## config.mk

```make
export PLATFORM = sky130hd
export DESIGN_NAME = mult_seq_ctrl
export DESIGN_NICKNAME = d
export VERILOG_FILES = /design/src/rtl/mult_pkg.sv /design/src/rtl/mult_seq_dp.sv /design/src/rtl/mult_seq_ctrl.sv
export SDC_FILE = /design/constraint.sdc
export NUM_CORES = 1
export LEC_CHECK = 0
export CAP_MARGIN = 20
export CORE_UTILIZATION = 55
export CTS_BUF_LIST = sky130_fd_sc_hd__clkbuf_4
export DETAILED_ROUTE_END_ITERATION = 12
export GPL_TIMING_DRIVEN = 0
export HOLD_SLACK_MARGIN = 0.06
export PLACE_DENSITY = 0.77
export SYNTH_ARGS = -nofsm -noshare
export SYNTH_HDL_FRONTEND = slang
export SYNTH_SLANG_ARGS = --single-unit
```

## constraint.sdc

```tcl
create_clock -name clk -period 10.2 [get_ports clk]
set_clock_uncertainty 0.05 [all_clocks]
set_input_delay 2.04 -clock clk [delete_from_list [all_inputs] [get_ports clk]]
set_output_delay 2.04 -clock clk [all_outputs]
set_load 0.02 [all_outputs]
```

## src/rtl/mult_pkg.sv

```systemverilog
// Shared definitions for the sequential signed multiplier: default widths and FSM states.
package mult_pkg;

    localparam int unsigned M_DEF = 16;
    localparam int unsigned N_DEF = 16;

    typedef enum logic [1:0] {
        IDLE = 2'd0,
        RUN  = 2'd1,
        DONE = 2'd2
    } state_e;

endpackage

```

## src/rtl/mult_seq_dp.sv

```systemverilog
// Shift-and-add datapath: operand registers, accumulator and the single add/subtract.
module mult_seq_dp
    import mult_pkg::*;
#(
    parameter int unsigned M  = M_DEF,
    parameter int unsigned N  = N_DEF,
    parameter int unsigned CW = $clog2(N)
) (
    input  logic            clk,
    input  logic            rst_n,
    input  logic            load_c,
    input  logic            step_c,
    input  logic [M-1:0]    a,
    input  logic [N-1:0]    b,
    input  logic [CW-1:0]   cnt,
    output logic [M+N-1:0]  p
);

    localparam int unsigned W = M + N;

    logic [W-1:0] a_ext_q, a_ext_d;
    logic [N-1:0] b_q, b_d;
    logic [W-1:0] acc_q, acc_d;
    logic [W-1:0] p_q, p_d;
    logic [W-1:0] addend;
    logic [W-1:0] sum;
    logic         last;

    // The multiplier MSB row carries weight -2^(N-1), so it is subtracted.
    always_comb begin
        a_ext_d = a_ext_q;
        b_d     = b_q;
        acc_d   = acc_q;
        p_d     = p_q;
        last    = (cnt == CW'(N - 1));
        addend  = b_q[cnt] ? (a_ext_q << cnt) : '0;
        sum     = last ? (acc_q - addend) : (acc_q + addend);
        if (load_c) begin
            a_ext_d = W'($signed(a));
            b_d     = b;
            acc_d   = '0;
        end else if (step_c) begin
            acc_d = sum;
            if (last) begin
                p_d = sum;
            end
        end
    end

    always_ff @(posedge clk) begin
        if (!rst_n) begin
            a_ext_q <= '0;
            b_q     <= '0;
            acc_q   <= '0;
            p_q     <= '0;
        end else begin
            a_ext_q <= a_ext_d;
            b_q     <= b_d;
            acc_q   <= acc_d;
            p_q     <= p_d;
        end
    end

    assign p = p_q;

endmodule

```

## src/rtl/mult_seq_ctrl.sv

```systemverilog
// Sequential signed multiplier: IDLE/RUN/DONE handshake controller around mult_seq_dp.
module mult_seq_ctrl
    import mult_pkg::*;
#(
    parameter int unsigned M = M_DEF,
    parameter int unsigned N = N_DEF
) (
    input  logic            clk,
    input  logic            rst_n,
    input  logic            flush,
    input  logic            in_valid,
    output logic            in_ready,
    input  logic [M-1:0]    a,
    input  logic [N-1:0]    b,
    output logic            out_valid,
    input  logic            out_ready,
    output logic [M+N-1:0]  p,
    output logic            busy
);

    localparam int unsigned CW = $clog2(N);

    state_e        state_q, state_d;
    logic [CW-1:0] cnt_q, cnt_d;
    logic          in_ready_q, in_ready_d;
    logic          out_valid_q, out_valid_d;
    logic          busy_q, busy_d;
    logic          load_c;
    logic          step_c;

    // Next state; flush overrides any transfer or handshake in the same cycle.
    always_comb begin
        state_d = state_q;
        cnt_d   = cnt_q;
        load_c  = 1'b0;
        step_c  = 1'b0;
        if (flush) begin
            state_d = IDLE;
            cnt_d   = '0;
        end else begin
            case (state_q)
                IDLE: begin
                    if (in_valid) begin
                        load_c  = 1'b1;
                        cnt_d   = '0;
                        state_d = RUN;
                    end
                end
                RUN: begin
                    step_c = 1'b1;
                    cnt_d  = cnt_q + CW'(1);
                    if (cnt_q == CW'(N - 1)) begin
                        cnt_d   = '0;
                        state_d = DONE;
                    end
                end
                DONE: begin
                    if (out_ready) begin
                        state_d = IDLE;
                    end
                end
                default: begin
                    state_d = IDLE;
                    cnt_d   = '0;
                end
            endcase
        end
        in_ready_d  = (state_d == IDLE);
        out_valid_d = (state_d == DONE);
        busy_d      = (state_d != IDLE);
    end

    always_ff @(posedge clk) begin
        if (!rst_n) begin
            state_q     <= IDLE;
            cnt_q       <= '0;
            in_ready_q  <= 1'b1;
            out_valid_q <= 1'b0;
            busy_q      <= 1'b0;
        end else begin
            state_q     <= state_d;
            cnt_q       <= cnt_d;
            in_ready_q  <= in_ready_d;
            out_valid_q <= out_valid_d;
            busy_q      <= busy_d;
        end
    end

    mult_seq_dp #(
        .M  (M),
        .N  (N),
        .CW (CW)
    ) u_dp (
        .clk    (clk),
        .rst_n  (rst_n),
        .load_c (load_c),
        .step_c (step_c),
        .a      (a),
        .b      (b),
        .cnt    (cnt_q),
        .p      (p)
    );

    assign in_ready  = in_ready_q;
    assign out_valid = out_valid_q;
    assign busy      = busy_q;

endmodule

```

==> results of run 1 <==
[metal layers]
metal | vias up | wire, um | share of wire | track usage
met5 | - | 0 | 0 | 0
met4 | 0 | 441 | 0.019 | 0.103
met3 | 46 | 2100 | 0.090 | 0.0674
met2 | 369 | 10100 | 0.44 | 0.497
met1 | 3768 | 10500 | 0.45 | 0.449
li1 | 3928 | - | - | -
[cells in the final DEF (no fill, tap or decap), types with 22 or more instances in the layout]
cell type | netlist | final
sky130_fd_sc_hd__nand2_1 | 210 | 210
sky130_fd_sc_hd__clkbuf_1 | 51 | 51
sky130_fd_sc_hd__nor2_1 | 54 | 54
sky130_fd_sc_hd__ha_1 | 33 | 33
sky130_fd_sc_hd__o21ai_0 | 51 | 51
sky130_fd_sc_hd__a21oi_1 | 77 | 77
sky130_fd_sc_hd__nand3_1 | 35 | 35
sky130_fd_sc_hd__a21boi_0 | 54 | 54
sky130_fd_sc_hd__dfxtp_1 | 105 | 105
sky130_fd_sc_hd__xnor2_1 | 23 | 23
sky130_fd_sc_hd__inv_1 | 22 | 22
sky130_fd_sc_hd__clkdlybuf4s50_1 | 0 | 71
[layout make-up]
cell class / count / area share
plain buffers: 69 / 0.0318
clock buffers: 9 / 0.00752
inverters: 23 / 0.00961
repair buffers: 71 / 0.0791
well taps: 180 / 0.0251
multi-input cells: 844 / 0.606
flip-flops and latches: 105 / 0.234
clock inverters: 7 / 0.00724
[registers in the layout, indices dropped and copies added (netlist names)]
register	cells
cnt_q	4
state_q	2
out_valid	1
u_dp.acc_q	32
busy	1
u_dp.p	32
u_dp.b_q	16
u_dp.a_ext_q	16
in_ready	1
[critical path: stages, from the launching register on]
cell and delay [ns]:
sky130_fd_sc_hd__dfxtp_1 0.56, sky130_fd_sc_hd__buf_6 0.21, sky130_fd_sc_hd__buf_2 0.28, sky130_fd_sc_hd__buf_2 0.29
sky130_fd_sc_hd__buf_1 0.50, sky130_fd_sc_hd__nor3_1 0.15, sky130_fd_sc_hd__nand2_1 0.11, sky130_fd_sc_hd__ha_1 0.16
sky130_fd_sc_hd__inv_1 0.05, sky130_fd_sc_hd__o21ai_0 0.34, sky130_fd_sc_hd__o211ai_1 0.31, sky130_fd_sc_hd__a211o_1 0.35
sky130_fd_sc_hd__a21oi_2 0.26, sky130_fd_sc_hd__o21ai_0 0.16, sky130_fd_sc_hd__xor2_1 0.20, sky130_fd_sc_hd__ha_1 0.22
sky130_fd_sc_hd__a21oi_1 0.37, sky130_fd_sc_hd__o21bai_1 0.10, sky130_fd_sc_hd__a21oi_1 0.43, sky130_fd_sc_hd__nor2b_1 0.13
sky130_fd_sc_hd__a311oi_1 0.68, sky130_fd_sc_hd__a211oi_1 0.10, sky130_fd_sc_hd__nor4_1 0.34, sky130_fd_sc_hd__o31ai_1 0.13
[how the worst max path moves through the flow]
stage,slack [ns],to
4_1_cts,3.78,u_dp.acc_q[31]
2_1_floorplan,5.30,u_dp.acc_q[31]
3_3_place_gp,3.90,u_dp.acc_q[31]
3_5_place_dp,3.82,u_dp.acc_q[31]
5_1_grt,3.07,u_dp.acc_q[31]
6_report,3.58,u_dp.acc_q[31]
[where the power goes]
part | leakage [nW] | switching, mW | total, mW | internal (mW)
Sequential | 0.851 | 0.00963 | 0.432 | 0.422
Clock | 0.0688 | 0.161 | 0.216 | 0.0547
Combinational | 2.41 | 0.231 | 0.382 | 0.152
[through the flow]
step	instance area, sq um	util	std cells	setup WS (ns)	power, mW
finish	8980	0.645	1308	3.58	1.03
floorplan	7910	-	1041	5.30	0.714
global placement	8850	0.635	1292	3.90	0.808
detailed placement	8850	0.635	1292	3.82	0.810
CTS	8980	0.645	1308	3.78	1.02
global route	8980	0.645	1308	3.07	1.09
[logic make-up after synthesis]
group | Yosys count
XOR/XNOR | 38
AO/OA/AOI/OAI | 319
AND/OR/NAND/NOR | 411
multiplexers | 42
flip-flops | 105
buffers and inverters | 92
adder cells (fa/ha/maj) | 34
==> results by group, run 1 <==
Synthesis
  • Proportion of register bits with asynchronous set or reset after synthesis: 0
  • Distinct cell type count after synthesis: 77
  • Library cell occupying the most area in the post-synthesis netlist: sky130_fd_sc_hd__dfxtp_1
  • Main combinational cell family by area after synthesis: compound AO/OA/AOI/OAI gates
  • Fraction of the mapped netlist area in simple logic gates: 0.238
  • Syn_nets: 1112
  • Number of flip-flops and latches in the synthesized netlist: 105
  • Multiplexer area fraction after synthesis: 0.0809
  • Cells after synthesis: 1041
  • Fraction of the mapped netlist area in compound gates: 0.272
  • Adder and majority gate portion of the synthesized area: 0.0547
  • Number of synthesized flops with an enable pin: 0
  • Cell Area, Synth: 7910 sq um
  • Most used flip-flop cell after synthesis: sky130_fd_sc_hd__dfxtp_1
  • Number of warnings reported in the yosys synthesis log: 0
  • Area share of the leading cell type in the synthesized netlist: 0.266
  • Post-Synth XOR/XNOR Area: 0.0421
  • Most common library cells after synthesis: 210 x sky130_fd_sc_hd__nand2_1, 105 x sky130_fd_sc_hd__dfxtp_1, 77 x sky130_fd_sc_hd__a21oi_1
  • Sequential cell area fraction in the yosys report: 0.266
  • Synthesized area per cell: 7.60 sq um
  • Most area-consuming cells after synthesis: sky130_fd_sc_hd__dfxtp_1 27%, sky130_fd_sc_hd__nand2_1 10%, sky130_fd_sc_hd__ha_1 5.2%
  • Leading cell type by number of instances after synthesis: sky130_fd_sc_hd__nand2_1

Placement
  • I/O Buffers: 71
  • Final weighted congestion in routability-driven placement: 0.976
  • HPWL Detailed: 17900 um

Min path
  • Worst Min Path Start: u_dp.acc_q[4]
  • Worst-case hold path end point: u_dp.acc_q[4]
  • Class of the tightest hold or removal check: reg2reg
  • Cell depth of the worst hold path: 2

Flow run
  • Max-cap violations: 0

Global routing
  • Number of global-route vias before repair: 7374
  • Wire length of the first global-routing pass: 37500 um
  • Global-route usage over all layers: 0.323
  • Number of antenna violations at the first check in global routing: 0
  • Overflow left after global routing: 0
  • Largest net degree at the start of global routing: 20

STA
  • Slew Viols, Final: 0
  • Fmax achieved: 0.151 GHz
  • TNS Setup: 0 ns
  • Portion of the clock cycle consumed by the worst path in the final layout: 0.649
  • Tightest slew margin relative to the limit: 0.473
  • Slew at the pin with the worst max-slew slack: 0.785 ns
  • Hold Fails Final Rpt: 0
  • Worst Hold Slack: 0.424 ns
  • Unrepaired setup endpoints after global routing: false
  • Time the worst path needs with I/O delays and setup: 6.62 ns
  • Setup-violating endpoint count in the final report: 0

Setup path
  • Launch instance of the worst register-to-register path: cnt_q[1]
  • Data required time of the critical path: 10.56 ns
  • Critical Setup Path Class: reg2reg
  • Crit path arrival time: 6.98 ns
  • Beginning of the critical path: cnt_q[1]
  • Reg-to-reg setup timing slack: 3.58 ns
  • Category of the worst setup path launch point: flop
  • Element type at the critical path end: flop
  • Critical register-to-register path endpoint: u_dp.acc_q[31]
  • Number of cells traversed by the worst register-to-register path: 23
  • CP Max Fanout: 10

Power
  • Largest voltage drop on the vdd net: 0.0850 mV
  • Leak pwr: 3.33 nW
  • PD cells: 115 nW/um^2

Clock tree
  • Clock latency reported for the late side of the worst-skew pair: 0.51 ns
  • Maximum number of buffers from clock root to sink: 2
  • Clock slew seen by the registers of the worst setup and hold paths: 0.17 ns
  • Max H-tree Level: 3
  • Post-CTS sizing: 0
  • TritonCTS Buffers: 9
  • TritonCTS clock tree: built
  • Post-CTS setup buffer count: 0
  • Hold buffer count at CTS: 0
  • Clock Sinks: 105
  • Buffer type at the clock tree root: sky130_fd_sc_hd__clkbuf_4

Cells and area
  • Sequential cell area: 2100 sq um
  • Area used by multi-input combinational logic: 5440 sq um
  • Antenna Diode Count: 0
  • Count of fill cells added during filler insertion: 1297
  • P&R area growth vs syn: 13.5%
  • Post-layout net count: 1194
  • Layout cells sized above 1: 0.0612

Detailed routing
  • Vias/cell: 6.20
  • Remaining number of nets flagged by the antenna check after routing: 0
  • Wire length per cell: 17.7 um
  • Drc violations: 0
  • Number of DRC markers after the initial detailed-route iteration: 953
  • Total number of vias: 8111
  • First-pass iteration count of the detailed router: 5
  • Wire length reported by the detailed router: 23200 um

Floorplan
  • Initial core utilization: 0.568
  • Die X: 122 um
  • DIE AREA: 14900 sq um
  • I/O pin cnt: 72
  • Standard-cell row count: 43
  • Area of the core: 13900 sq um
  • Height of the die: 122 um

Status
  • Status: finished, final reports clean
No activity file was read; power rests on OpenSTA's default activity.
==> inputs of run 2 (changes only) <==
clock period = 6.1 ns   (was 10.2 ns; I/O delays follow)
==> run 2 against run 1 <==
  * Design area up 0.35%
  * Register-to-register slack worse by 3.2 ns
  * Fmax up 15%
  * Setup slack worse by 3.2 ns
  * Wire length down 0.25%
  * Final cell count unchanged
  * Flip-flop and latch count unchanged
  * Die area unchanged
  * Highest routed layer unchanged
  * Critical path depth down 2
  * Clock power up 67%
  * Count of clock-buffer cells in the layout unchanged
==> results by group, run 2 (synthesis results as in run 1) <==
Status
  • Status: finished, final reports clean

Power
  • Leak pwr: 3.35 nW
  • PD cells: 192 nW/um^2
  • Largest voltage drop on the vdd net: 0.147 mV

Global routing
  • Number of antenna violations at the first check in global routing: 0
  • Wire length of the first global-routing pass: 37400 um
  • Overflow left after global routing: 0
  • Global-route usage over all layers: 0.322
  • Number of global-route vias before repair: 7361
  • Largest net degree at the start of global routing: 20

Detailed routing
  • Total number of vias: 8092
  • Wire length on met1: 10500 um
  • WL met3: 2100 um
  • Number of DRC markers after the initial detailed-route iteration: 850
  • Wire length reported by the detailed router: 23200 um
  • Drc violations: 0
  • Highest layer used for signal routing: met4
  • Routed wire length on met2: 10100 um
  • Wire length per cell: 17.7 um
  • Vias/cell: 6.19
  • First-pass iteration count of the detailed router: 6
  • Remaining number of nets flagged by the antenna check after routing: 0

Clock tree
  • Clock Sinks: 105
  • Clock latency reported for the late side of the worst-skew pair: 0.52 ns
  • Buffer type at the clock tree root: sky130_fd_sc_hd__clkbuf_4
  • TritonCTS clock tree: built
  • Clock slew seen by the registers of the worst setup and hold paths: 0.17 ns
  • Maximum number of buffers from clock root to sink: 2
  • TritonCTS Buffers: 9
  • Max H-tree Level: 3

Setup path
  • CP Max Fanout: 10
  • Data required time of the critical path: 6.45 ns
  • Beginning of the critical path: cnt_q[1]
  • Critical Setup Path Class: reg2reg
  • Launch instance of the worst register-to-register path: cnt_q[1]
  • Crit path arrival time: 6.08 ns
  • Category of the worst setup path launch point: flop
  • Element type at the critical path end: flop

Flow run
  • Max-cap violations: 0

Floorplan
  • Area of the core: 13900 sq um
  • Initial core utilization: 0.568
  • Standard-cell row count: 43
  • Die X: 122 um
  • DIE AREA: 14900 sq um
  • I/O pin cnt: 72
  • Height of the die: 122 um

Cells and area
  • Most frequent cells in the layout: 210 x sky130_fd_sc_hd__nand2_1, 105 x sky130_fd_sc_hd__dfxtp_1, 75 x sky130_fd_sc_hd__a21oi_1
  • Antenna Diode Count: 0
  • Post-layout net count: 1194
  • P&R area growth vs syn: 13.9%
  • Commonest non-fill, non-tap cell in the layout: sky130_fd_sc_hd__nand2_1
  • Layout cells sized above 1: 0.0709
  • Non-filler cells in the finished layout: 1308
  • Cell area after layout: 9010 sq um

STA
  • Hold Fails Final Rpt: 0
  • Tightest slew margin relative to the limit: 0.492
  • Portion of the clock cycle consumed by the worst path in the final layout: 0.940
  • Slew Viols, Final: 0
  • Setup-violating endpoint count in the final report: 0
  • Unrepaired setup endpoints after global routing: false
  • Fmax achieved: 0.174 GHz
  • Time the worst path needs with I/O delays and setup: 5.73 ns
  • Worst Hold Slack: 0.424 ns
  • Slew at the pin with the worst max-slew slack: 0.761 ns

Min path
  • Class of the tightest hold or removal check: reg2reg
  • Worst Min Path Start: u_dp.acc_q[4]

Placement
  • Placed cell areas: 8850 sq um
  • I/O Buffers: 71
  • Final weighted congestion in routability-driven placement: 0.976
  • HPWL Detailed: 17900 um
  • Cell Count Post-Placement: 1292
-- run 2: changes by cell type in the layout (fill, tap and decap cells not counted), moves of 2 or more --
cell / previous run / this run
sky130_fd_sc_hd__clkbuf_2: 0 / 6
sky130_fd_sc_hd__a21oi_1: 77 / 75
sky130_fd_sc_hd__clkbuf_1: 51 / 46
sky130_fd_sc_hd__buf_1: 4 / 2
sky130_fd_sc_hd__a21oi_2: 1 / 3
-- run 2: timing repair --
action	in CTS	in global routing
setup endpoints to repair	2	23
buffers inserted	0	1
cloned	0	0
resized for setup	1	16
hold buffers	0	0
pin swaps	0	1
-- run 2: report_power, final --
group | internal (mW) | total, mW | switching (mW) | leakage (nW)
combinational | 0.260 | 0.650 | 0.390 | 2.44
clock | 0.0916 | 0.360 | 0.268 | 0.0688
sequential | 0.706 | 0.722 | 0.0161 | 0.851
-- run 2: per-layer routing --
layer	vias to the layer above	global-route usage
li1	3931	-
met1	3741	0.448
met2	373	0.500
met3	47	0.0655
met4	0	0.0957
met5	-	0
-- run 2: critical path: stages (launching register included) --
cell and delay (ns):
sky130_fd_sc_hd__dfxtp_1 0.56, sky130_fd_sc_hd__buf_6 0.21, sky130_fd_sc_hd__buf_2 0.29, sky130_fd_sc_hd__mux4_2 0.42, sky130_fd_sc_hd__a22oi_1 0.28, sky130_fd_sc_hd__buf_2 0.27, sky130_fd_sc_hd__o221ai_1 0.15, sky130_fd_sc_hd__a211oi_1 0.36
sky130_fd_sc_hd__o221a_2 0.34, sky130_fd_sc_hd__o21ai_0 0.16, sky130_fd_sc_hd__a21oi_1 0.18, sky130_fd_sc_hd__xor2_1 0.26, sky130_fd_sc_hd__ha_1 0.36, sky130_fd_sc_hd__a21oi_2 0.30, sky130_fd_sc_hd__o21bai_1 0.12, sky130_fd_sc_hd__a21oi_2 0.28
sky130_fd_sc_hd__nor2b_1 0.12, sky130_fd_sc_hd__a311oi_2 0.21, sky130_fd_sc_hd__buf_4 0.18, sky130_fd_sc_hd__a211oi_1 0.05, sky130_fd_sc_hd__nor4_1 0.32, sky130_fd_sc_hd__o31ai_1 0.13
-- run 2: worst paths after layout --
check | depth (start not counted) | to | slack, ns
worst max-delay path | 21 | u_dp.acc_q[31] | 0.37
worst min-delay path | 2 | u_dp.acc_q[4] | 0.42
worst max register to register | 21 | u_dp.acc_q[31] | 0.37
worst min register to register | 2 | u_dp.acc_q[4] | 0.42
-- run 2: stage by stage --
step / power [mW] / setup WS (ns) / utilization / setup TNS (ns)
2_1_floorplan: 1.19 / 1.20 / - / 0
3_5_place_dp: 1.35 / -0.284 / 0.635 / -0.489
6_report: 1.73 / 0.369 / 0.647 / 0
5_1_grt: 1.83 / 0.0782 / 0.647 / 0
3_3_place_gp: 1.35 / -0.202 / 0.635 / -0.338
4_1_cts: 1.72 / 0.0250 / 0.645 / 0
-- run 2: cell type report --
cell class | count | area, sq um
repair buffers | 72 | 718
clock inverters | 7 | 65.1
well taps | 180 | 225
fillers | 1284 | 4920
inverters | 23 | 86.3
clock buffers | 9 | 67.6
flip-flops and latches | 105 | 2100
plain buffers | 68 | 292
multi-input cells | 844 | 5460
